===== src/rtl/fetch_pkg.sv =====
// rtl/fetch_pkg.sv - shared encodings for the fetch front end
// Contents: memory command codes, FSM state encoding, pc_sel codes, branch condition codes.
package fetch_pkg;

  typedef enum logic [1:0] {
    CMD_NONE  = 2'b00,
    CMD_READ  = 2'b01,
    CMD_WRITE = 2'b10
  } mem_cmd_e;

  typedef enum logic [1:0] {
    ST_IDLE  = 2'b00,
    ST_FETCH = 2'b01,
    ST_DATA  = 2'b10
  } state_e;

  typedef enum logic [1:0] {
    PC_RESET  = 2'b00,
    PC_INC    = 2'b01,
    PC_BRANCH = 2'b10,
    PC_TARGET = 2'b11
  } pc_sel_e;

  typedef enum logic [2:0] {
    COND_AL = 3'b000,
    COND_EQ = 3'b001,
    COND_NE = 3'b010,
    COND_LT = 3'b011,
    COND_LE = 3'b100
  } cond_e;

endpackage


===== src/rtl/cond_eval.sv =====
// rtl/cond_eval.sv - branch condition evaluator
// Ports: cond (condition code), n/v/z (status flags) -> taken (combinational result).
// Codes 101..111 are reserved and never take the branch.
module cond_eval
  import fetch_pkg::*;
(
  input  logic [2:0] cond,
  input  logic       n,
  input  logic       v,
  input  logic       z,
  output logic       taken
);

  always_comb begin
    taken = 1'b0;
    case (cond)
      COND_AL: taken = 1'b1;
      COND_EQ: taken = z;
      COND_NE: taken = ~z;
      COND_LT: taken = n ^ v;
      COND_LE: taken = (n ^ v) | z;
      default: taken = 1'b0;
    endcase
  end

endmodule


===== src/rtl/fetch_unit.sv =====
// rtl/fetch_unit.sv - instruction fetch / data access front end with ready-handshake memory port
// Inputs:  clk, reset (sync, active low), fetch_req, data_req, data_we, pc_load, pc_sel, offset,
//          target, cond, N, V, Z, daddr_load, mem_rdata, mem_ready.
// Outputs: mem_cmd, mem_addr, pc, ir, fetch_done, data_done, busy, taken, stall_cnt.
// Build option: FETCH_STALL_CNT_EN builds the saturating wait-state counter; otherwise stall_cnt is 0.
module fetch_unit
  import fetch_pkg::*;
#(
  parameter int          AW        = 9,
  parameter int          IW        = 16,
  parameter int          OFFW      = 8,
  parameter int unsigned RESET_VEC = 0,
  parameter int          CNTW      = 16
) (
  input  logic            clk,
  input  logic            reset,
  input  logic            fetch_req,
  input  logic            data_req,
  input  logic            data_we,
  input  logic            pc_load,
  input  logic [1:0]      pc_sel,
  input  logic [OFFW-1:0] offset,
  input  logic [AW-1:0]   target,
  input  logic [2:0]      cond,
  input  logic            N,
  input  logic            V,
  input  logic            Z,
  input  logic            daddr_load,
  input  logic [IW-1:0]   mem_rdata,
  input  logic            mem_ready,
  output logic [1:0]      mem_cmd,
  output logic [AW-1:0]   mem_addr,
  output logic [AW-1:0]   pc,
  output logic [IW-1:0]   ir,
  output logic            fetch_done,
  output logic            data_done,
  output logic            busy,
  output logic            taken,
  output logic [CNTW-1:0] stall_cnt
);

  state_e        state, state_next;
  logic [AW-1:0] daddr;
  logic          we_latched;
  logic [AW-1:0] pc_inc;
  logic [AW-1:0] off_ext;
  logic [AW-1:0] pc_next;

  cond_eval u_cond_eval (
    .cond  (cond),
    .n     (N),
    .v     (V),
    .z     (Z),
    .taken (taken)
  );

  always_ff @(posedge clk) begin
    if (!reset) state <= ST_IDLE;
    else        state <= state_next;
  end

  // mem_cmd/mem_addr depend only on state and registers, so mem_ready never reaches them.
  always_comb begin
    state_next = state;
    mem_cmd    = CMD_NONE;
    mem_addr   = pc;
    busy       = 1'b0;
    case (state)
      ST_IDLE: begin
        // Data wins; the controller keeps a losing fetch_req asserted.
        if (data_req)       state_next = ST_DATA;
        else if (fetch_req) state_next = ST_FETCH;
      end
      ST_FETCH: begin
        mem_cmd  = CMD_READ;
        mem_addr = pc;
        busy     = 1'b1;
        if (mem_ready) state_next = ST_IDLE;
      end
      ST_DATA: begin
        mem_cmd  = we_latched ? CMD_WRITE : CMD_READ;
        mem_addr = daddr;
        busy     = 1'b1;
        if (mem_ready) state_next = ST_IDLE;
      end
      default: state_next = ST_IDLE;
    endcase
  end

  // All PC sums wrap modulo 2^AW; the offset is sign-extended to AW first.
  assign pc_inc  = pc + AW'(1);
  assign off_ext = AW'($signed(offset));

  always_comb begin
    pc_next = pc;
    case (pc_sel)
      PC_RESET:  pc_next = AW'(RESET_VEC);
      PC_INC:    pc_next = pc_inc;
      PC_BRANCH: pc_next = taken ? (pc_inc + off_ext) : pc_inc;
      PC_TARGET: pc_next = target;
      default:   pc_next = pc;
    endcase
  end

  always_ff @(posedge clk) begin
    if (!reset) begin
      pc         <= AW'(RESET_VEC);
      ir         <= '0;
      daddr      <= '0;
      we_latched <= 1'b0;
      fetch_done <= 1'b0;
      data_done  <= 1'b0;
    end else begin
      fetch_done <= (state == ST_FETCH) && mem_ready;
      data_done  <= (state == ST_DATA) && mem_ready;
      if ((state == ST_FETCH) && mem_ready) ir <= mem_rdata;
      if ((state == ST_IDLE) && data_req)   we_latched <= data_we;
      if (daddr_load)                       daddr <= target;
      // PC must stay stable while a fetch is outstanding, so loads outside IDLE are dropped.
      if ((state == ST_IDLE) && pc_load)    pc <= pc_next;
    end
  end

`ifdef FETCH_STALL_CNT_EN
  logic [CNTW-1:0] stall_reg;

  always_ff @(posedge clk) begin
    if (!reset) begin
      stall_reg <= '0;
    end else if ((state != ST_IDLE) && !mem_ready && (stall_reg != {CNTW{1'b1}})) begin
      stall_reg <= stall_reg + CNTW'(1);
    end
  end

  assign stall_cnt = stall_reg;
`else
  assign stall_cnt = '0;
`endif

endmodule


===== config.mk =====
export PLATFORM = sky130hd
export DESIGN_NAME = fetch_unit
export DESIGN_NICKNAME = d
export VERILOG_FILES = /design/src/rtl/fetch_pkg.sv /design/src/rtl/cond_eval.sv /design/src/rtl/fetch_unit.sv
export SDC_FILE = /design/constraint.sdc
export NUM_CORES = 1
export LEC_CHECK = 0
export CAP_MARGIN = 20
export CORE_ASPECT_RATIO = 0.6
export CORE_MARGIN = 4
export CORE_UTILIZATION = 47
export CTS_BUF_LIST = sky130_fd_sc_hd__clkbuf_4 sky130_fd_sc_hd__clkbuf_8
export DETAILED_ROUTE_END_ITERATION = 8
export DONT_BUFFER_PORTS = 1
export HOLD_SLACK_MARGIN = 0.15
export PLACE_DENSITY_LB_ADDON = 0.08
export RECOVER_POWER = 25
export SYNTH_ARGS = -nofsm -noshare
export SYNTH_HDL_FRONTEND = slang
export SYNTH_SLANG_ARGS = --single-unit

===== constraint.sdc =====
create_clock -name clk -period 4.2 [get_ports clk]
set_input_delay 0.42 -clock clk [delete_from_list [all_inputs] [get_ports clk]]
set_output_delay 0.42 -clock clk [all_outputs]
set_load 0.01 [all_outputs]

## After elaboration in Yosys (flattened, before gate mapping)

Cells that the tools add are included.

| word-level totals | value |
|---|---|
| register bits after elaboration | 39 |
| output and inout port bits | 56 |
| word-level logic and storage cells | 43 |

| cells by class | value |
|---|---|
| $add $sub $neg | 2 |
| equal/unequal tests | 11 |
| multiplexer cells | 11 |
| bitwise operators | 3 |
| reduce and logical (&&, ||, !) cells | 9 |

Operator list:

| operator | number |
|---|---|
| $pmux 9 s4 | 1 |
| $mux 9 | 2 |
| $add 9x1->9 const B | 1 |
| $add 9x9->9 | 1 |
| $mux 2 | 4 |
| $pmux 2 s2 | 2 |
| $eq 2x2->1 const B | 3 |
| $eq 3x2->1 const B | 2 |
| $pmux 1 s5 | 1 |
| $eq 2x1->1 const B | 2 |
| $logic_and 1x1->1 | 4 |
| $logic_not 2->1 | 2 |
| $eq 3x1->1 const B | 1 |
| $eq 3x3->1 const B | 1 |
| $logic_not 3->1 | 1 |
| $ne 3x3->1 const B | 1 |
| $ne 2x1->1 const B | 1 |
| $reduce_and 2->1 | 1 |
| $reduce_or 2->1 | 1 |
| $mux 1 | 1 |
| $not 1->1 | 1 |
| $or 1x1->1 | 1 |
| $xor 1x1->1 | 1 |

## Longest topological paths before layout

Gate-level depths: netlist of the first run.

| depth | value |
|---|---|
| depth after elaboration | 5 |
| mapped depth | 11 |
| gate-level depth less buffers | 11 |

## Cells and area by module

From an unflattened synthesis of the first run, not the netlist that was laid out.

| second synthesis, totals | value |
|---|---|
| cell total of the unflattened synthesis | 318 |
| area, all modules | 2631.3 µm² |

Modules (own cells, without submodules):

| module | instances | cells each | area each (µm²) | seq. area each (µm²) |
|---|---|---|---|---|
| fetch_unit | 1 | 312 | 2576.2 | 780.7 |
| cond_eval | 1 | 6 | 55.1 | 0.0 |

## Least setup slack after synthesis of the first run

Ideal clock, no wire load.

| timing | value |
|---|---|
| path kind | flip-flop to flip-flop |
| from | reg pc[0] |
| to | reg pc[8] |
| data arrival time | 2291 ps |
| data required time | 4113 ps |
| path slack | 1822 ps |
| stages on the path, launching flop included | 11 |
| path buffers | 0 |
| clock period less this slack | 2378 ps |
| cell sequence | dfxtp_1 ha_1 nand3_1 xnor2_1 ha_1 o21ai_0 a31o_2 a21oi_1 xor2_1 and3_1 o31ai_1 |

| on the way | value |
|---|---|
| longest elaborated chain between the ends | 4 |

Ends and longest elaborated chain:

| item | line | text |
|---|---|---|
| start: declaration | fetch_unit.sv:33 | `output logic [AW-1:0] pc,` |
| start signal: assignment | fetch_unit.sv:107 | `pc <= AW'(RESET_VEC);` |
| start signal: assignment | fetch_unit.sv:120 | `if ((state == ST_IDLE) && pc_load) pc <= pc_next;` |
| $add 9x1->9 * | fetch_unit.sv:91 | `assign pc_inc = pc + AW'(1);` |
| $add 9x9->9 | fetch_unit.sv:99 | `PC_BRANCH: pc_next = taken ? (pc_inc + off_ext) : pc_inc;` |
| $mux 9 | fetch_unit.sv:99 |  |
| $pmux 9 s4 * | fetch_unit.sv:96 | `case (pc_sel)` |

Every way passes the cells marked *; elsewhere a longest branch is shown, timed or not.
A chain may end at the register's enable or synchronous reset.

## Worst setup path in the final report of the first run

| timing | value |
|---|---|
| from | reg pc[1] |
| to | reg pc[8] |

The elaborated chain is that of the path after synthesis.

==> run_results.csv, run 1 <==
group,metric,value,unit
pwr,internal_power,677.5,uW
logic_synthesis,async_reset_ff_frac,0,
logic_synthesis,synth.avg_cell_area,8.339,sq um
floorplanning,fp.dieW,103.3,um
timing,setup_slack,1.444,ns
routing,viasPerCell,5.507,
clock_network,cts_buffers,5,
critical_path,crit_path_end_kind,"flip-flop",
logic_synthesis,synth_common_cells,"nand2_1 (46), dfxtp_1 (39), a21boi_0 (17)",
critical_path,crit_path_start_kind,"flip-flop",
global_routing,grt_max_degree,39,
critical_path,worstPathMaxFanout,7,
timing,maxSlewHeadroom,0.4603,
run_status,outcome,"completed",
critical_path,worstReg2RegStart,"pc[1]$_SDFFE_PN0P_",
pwr,clkPwrFrac,0.310,
logic_synthesis,yosysWarnings,0,
routing,remaining_drc_errors,0,
logic_synthesis,ys_ff_latch,39,
place,dp_hpwl,4862,um
run,maxCapViolCount,0,
cells_and_area,synthToLayoutAreaGrowth,2.199,%
place,place_ws,1.441,ns
floorplanning,placementRows,20,
timing,clock_skew,0.007606,ns
routing,vias,2010,
critical_path,required,4.41,ns
clock_network,post_cts_resized,0,
floorplanning,start_util,0.4966,
routing,first_pass_iters,4,
pwr,peakVddDrop,188.5,uV
floorplanning,die_area,6730,sq um
pwr,powerDensity,373.6,nW/um^2
clock_network,cts_setup_buffers,0,
critical_path,reg2reg_depth,10,
timing,finalCritPeriodShare,0.6563,
cells_and_area,instances_no_fill,365,
timing,setup_viol,0,
hold_path,hp-start,"reset",
pwr,seqPwrFrac,0.438,
global_routing,grt_pass1_vias,1888,
timing,final.setup.tns,0,ns
floorplanning,io-pin-count,105,
logic_synthesis,synth_top_area_frac,0.3050,
timing,final.min_clock_period,2.756,ns
logic_synthesis,ys_types,45,
cells_and_area,multi_input_area,1598,sq um
logic_synthesis,synth.most_common_cell,"nand2_1",
cells_and_area,fillCellCount,519,
timing,hold_violations,0,
clock_network,clk_pin_slew,0.08,ns
place,placedCellCount,358,
clock_network,clock-root-buffer,"clkbuf_8",
clock_network,cts_tree,"done",
routing,wire_per_inst,16.95,um
routing,drtIter0Drc,71,
global_routing,grt_pass1_wl,9763,um
clock_network,clkSinkCount,39,
logic_synthesis,syn_area,2560,sq um
cells_and_area,final_util,0.5075,
place,gp_congestion,0.8771,
timing,fmax,362.8,MHz
cells_and_area,antenna_cells,0,
hold_path,hold_path_class,"input pin to flip-flop",
hold_path,hold-path-endpoint,"pc[8]$_SDFFE_PN0P_",
floorplanning,fp.coreArea,5155,sq um
logic_synthesis,yosysSeqAreaShare,0.3050,
critical_path,r2r_slack,1.44,ns
timing,rsz0062_at_grt,"false",
critical_path,reg2reg_to,"pc[8]$_SDFFE_PN0P_",
pwr,power.leakage,0.001087,uW
place,io_buffers,0,
critical_path,critPathArrivalTime,2.97,ns
pwr,power.switching,299.9,uW
routing,postRouteAntennaNets,0,
global_routing,track_usage,0.1869,
logic_synthesis,synthTopCellsByArea,"dfxtp_1 (30%), nand2_1 (6.7%), ha_1 (6.4%)",
logic_synthesis,syn-instance-count,307,
timing,worstMarginPinSlew,0.8096,ns
clock_network,clk_latency,0.29,ns
pwr,switching_share,0.3068,
cells_and_area,drive_above_1_share,0.08696,
logic_synthesis,synth_ff_type,"dfxtp_1",
hold_path,min_delay_path_depth,2,
routing,drt_wl_total,6186,um
clock_network,htreeDepth,2,
global_routing,grt.overflow.total,0,
cells_and_area,regArea,780.7,sq um
logic_synthesis,yosys.area.top_type,"dfxtp_1",
timing,slew_violations,0,
logic_synthesis,synth_edf_count,0,
floorplanning,fp.dieH,65.17,um
cells_and_area,nets,362,
clock_network,clockBufferDepth,2,
pwr,comb_power_share,0.252,
clock_network,cts_hold_buf,0,
global_routing,antenna_found_initial,0,
pwr,total_power,977.5,uW
critical_path,critPathKind,"flip-flop to flip-flop",
[sequential cells by signal (all words and copies together) (netlist names)]
name	count
ir	16
we_latched	1
state	2
data_done	1
fetch_done	1
pc	9
daddr	9
[power by group through the flow]
stage	registers, uW	logic [uW]	clock network [uW]
after floorplan	426	226	0
after global placement	436	242	0
after detailed placement	437	244	0
after CTS	428	246	316
after global routing	432	279	329
final	428	247	303
[placed cells by master (no fill, tap or decap), types with 2 or more instances in the layout]
master / count
a211oi_1: 2
a21boi_0: 17
a21o_1: 4
a21oi_1: 16
a22oi_1: 2
a31oi_1: 2
and2_1: 2
and3_1: 7
clkbuf_8: 5
conb_1: 16
dfxtp_1: 39
ha_1: 13
inv_1: 13
mux2_2: 13
mux2i_1: 10
nand2_1: 46
nand2b_1: 5
nand3_1: 8
nand3b_1: 2
nand4_1: 2
nor2_1: 8
nor2b_1: 13
nor3_1: 3
o211ai_1: 4
o21a_1: 2
o21ai_0: 16
o31a_1: 2
o31ai_1: 2
xnor2_1: 6
xor2_1: 6
[layout make-up]
type | instances | area share
clock buffers | 5 | 0.02630
clock inverters | 2 | 0.01435
inverters | 13 | 0.01865
multi-input cells | 240 | 0.6107
flip-flops and latches | 39 | 0.2984
well taps | 66 | 0.03156
[per-stage QoR]
stage	cell area (sq um)	hold slack (ns)
4_1_cts	2616	0.2391
5_1_grt	2616	0.2566
6_report	2616	0.2470
2_1_floorplan	2616	0.4524
3_5_place_dp	2510	0.4706
3_3_place_gp	2510	0.4724
[worst max-delay path: stages (launching register included)]
cell	delay (ns)
dfxtp_1	0.55
ha_1	0.33
nand3_1	0.12
xnor2_1	0.26
ha_1	0.32
o21ai_0	0.29
a31o_2	0.20
a21oi_1	0.08
xor2_1	0.15
and3_1	0.18
o31ai_1	0.20
[cells by family after synthesis]
group / count (synthesis) / synth area share
other: 1 / 0.001465
buffers and inverters: 43 / 0.09286
AO/OA/AOI/OAI: 76 / 0.2033
XOR/XNOR: 12 / 0.04106
flip-flops: 39 / 0.3050
multiplexers: 24 / 0.1022
adder cells (fa/ha/maj): 14 / 0.07136
AND/OR/NAND/NOR: 98 / 0.1828
[worst max-delay path by stage]
stage,from,cells after the start,end,slack [ns]
2_1_floorplan,pc[0]$_SDFFE_PN0P_,10,pc[8]$_SDFFE_PN0P_,1.82
3_3_place_gp,pc[0]$_SDFFE_PN0P_,10,pc[8]$_SDFFE_PN0P_,1.52
3_5_place_dp,pc[1]$_SDFFE_PN0P_,9,pc[7]$_SDFFE_PN0P_,1.44
4_1_cts,pc[1]$_SDFFE_PN0P_,10,pc[8]$_SDFFE_PN0P_,1.43
5_1_grt,pc[0]$_SDFFE_PN0P_,10,pc[8]$_SDFFE_PN0P_,1.15
6_report,pc[1]$_SDFFE_PN0P_,10,pc[8]$_SDFFE_PN0P_,1.44
[per-layer routing]
| layer | up-vias | share of wire | GRT usage |
|---|---|---|---|
| met5 | - | 0 | 0 |
| met1 | 919 | 0.48 | 0.2700 |
| met4 | 0 | 0.00081 | 0.02100 |
| met2 | 85 | 0.41 | 0.2740 |
| li1 | 1004 | - | - |
| met3 | 2 | 0.10 | 0.06787 |
Note: power is estimated with default switching activity, not from simulation.
==> inputs of run 2 (changes only) <==
- clock period: 4.2 -> 2.4 ns (I/O delays scaled with it)
==> run_results.csv, run 2 (synthesized netlist as in run 1, its figures left out) <==
group,metric,value,unit
run,maxCapViolCount,0,
timing,worstMarginPinSlew,0.7007,ns
global_routing,track_usage,0.2128,
timing,clock_skew,0.006883,ns
routing,drtIter0Drc,74,
clock_network,htreeDepth,2,
timing,final.min_clock_period,2.332,ns
routing,remaining_drc_errors,0,
timing,hold_violations,0,
floorplanning,fp.dieH,65.17,um
floorplanning,fp.coreArea,5155,sq um
routing,vias,2339,
clock_network,clockBufferDepth,2,
cells_and_area,final_common_cell,"nand2_1",
global_routing,grt_max_degree,27,
critical_path,critPathArrivalTime,2.54,ns
global_routing,grt_pass1_wl,11200,um
critical_path,path_cells,"ha_4, buf_4, nand3_2, xnor2_2, ha_1, or2_2, a21oi_2, a21oi_2, xor2_1, and3_1, o31ai_1",
cells_and_area,fillCellCount,467,
pwr,powerDensity,536.2,nW/um^2
critical_path,crit_path_start_kind,"flip-flop",
timing,fin_hold_ws,0.1603,ns
routing,wire_per_inst,16.51,um
place,dp_hpwl,5050,um
timing,final.setup.tns,0,ns
cells_and_area,antenna_cells,0,
critical_path,max_stage_delay,0.37,ns
global_routing,grt.overflow.total,0,
critical_path,path_buf_inv,1,
clock_network,clkSinkCount,39,
place,io_buffers,0,
timing,fmax,428.8,MHz
clock_network,clk_pin_slew,0.08,ns
floorplanning,start_util,0.4966,
routing,viasPerCell,5.402,
timing,setup_viol,0,
cells_and_area,drive_above_1_share,0.1907,
timing,finalCritPeriodShare,0.9716,
run_status,outcome,"completed",
pwr,power.leakage,0.001439,uW
hold_path,hold_path_class,"input pin to flip-flop",
timing,maxSlewHeadroom,0.5319,
pwr,peakVddDrop,337.8,uV
critical_path,crit_path_end_kind,"flip-flop",
cells_and_area,synthToLayoutAreaGrowth,30.01,%
floorplanning,io-pin-count,105,
critical_path,cp_top_family,"simple AND/OR/NAND/NOR gates",
timing,rsz0062_at_grt,"true",
clock_network,cts_tree,"done",
floorplanning,placementRows,20,
cells_and_area,largest_reg_flops,16,
floorplanning,die_area,6730,sq um
routing,drt_wl_total,7150,um
cells_and_area,largestRegisters,"ir (16), daddr (9), pc (9)",
global_routing,grt_pass1_vias,2315,
cells_and_area,largest_register,"ir",
routing,postRouteAntennaNets,0,
cells_and_area,final_cell_mix,"nand2_1 (46), dlygate4sd3_1 (45), dfxtp_1 (33)",
timing,slew_violations,0,
critical_path,required,2.61,ns
cells_and_area,nets,431,
critical_path,path_common_cell,"a21oi_2",
critical_path,critPathKind,"flip-flop to flip-flop",
routing,first_pass_iters,4,
floorplanning,fp.dieW,103.3,um
critical_path,cpMaxStageDelayCell,"dfxtp_2",
place,gp_congestion,0.8473,
global_routing,antenna_found_initial,0,
critical_path,worstPathMaxFanout,3,
clock_network,clock-root-buffer,"clkbuf_8",
clock_network,cts_buffers,5,
clock_network,clk_latency,0.28,ns
-- run 2: cell count changes in the layout (fill, tap and decap cells not counted), moves of 4 or more --
| cell | previous run | this run |
|---|---|---|
| buf_4 | 0 | 22 |
| dfxtp_1 | 39 | 33 |
| dfxtp_2 | 0 | 6 |
| dlygate4sd3_1 | 0 | 45 |
| ha_1 | 13 | 9 |
| ha_4 | 0 | 4 |
-- run 2: path summary, 6_finish.rpt --
| check | from | end | slack (ns) | cells after the start |
|---|---|---|---|---|
| max | pc[1]$_SDFFE_PN0P_ | pc[8]$_SDFFE_PN0P_ | 0.07 | 11 |
| min | data_req | we_latched$_SDFFE_PN0P_ | 0.16 | 3 |
| max reg2reg | pc[1]$_SDFFE_PN0P_ | pc[8]$_SDFFE_PN0P_ | 0.07 | 11 |
| min reg2reg | we_latched$_SDFFE_PN0P_ | we_latched$_SDFFE_PN0P_ | 0.48 | 2 |
-- run 2: cell type report --
type | instances | area [sq um] | share of cell area
multi-input combinational | 240 | 1694 | 0.5090
sequential | 39 | 788.3 | 0.2368
timing repair buffer | 69 | 638.1 | 0.1917
tap | 66 | 82.58 | 0.02481
clock buffer | 6 | 76.32 | 0.02293
inverter | 13 | 48.80 | 0.01466
-- run 2: power breakdown --
group          total, uW  switching (uW)  internal (uW)  leakage, uW
Combinational        638             307            331      0.00108
Clock                418             213            205    0.0000406
Sequential           728            38.6            690     0.000321
Total               1780             559           1230      0.00144
-- run 2: tightest hold or removal path, cell delays in order --
cell	delay, ns
nand2_1	0.03
nand2_1	0.05
a21boi_0	0.07
-- run 2: per-layer routing --
layer	GRT usage	part of all wire	up-vias
met5	0	0	-
met4	0.03069	0.0038	0
met3	0.06469	0.091	4
met2	0.3387	0.44	76
met1	0.2903	0.47	1103
li1	-	-	1156
-- run 2: repair_timing --
| item | in CTS | in global routing |
|---|---|---|
| gates resized for setup | 7 | 21 |
| hold buffers | 45 | 0 |
| cloned | 0 | 0 |
| pin swaps | 1 | 8 |
| setup endpoints to repair | 2 | 5 |
| endpoints found under the hold margin | 35 | 0 |
| setup buffers | 0 | 3 |
-- run 2: through the flow --
step | cells | cell area, sq um | setup slack (ns) | utilization | total power (uW)
3_3_place_gp | 379 | 2668 | -0.02593 | 0.5175 | 1250
3_5_place_dp | 379 | 2668 | -0.05535 | 0.5175 | 1254
2_1_floorplan | 322 | 2616 | 0.02212 | - | 1142
6_report | 433 | 3328 | 0.06804 | 0.6456 | 1784
4_1_cts | 430 | 3224 | -0.002183 | 0.6255 | 1747
5_1_grt | 433 | 3328 | -0.03975 | 0.6456 | 1894
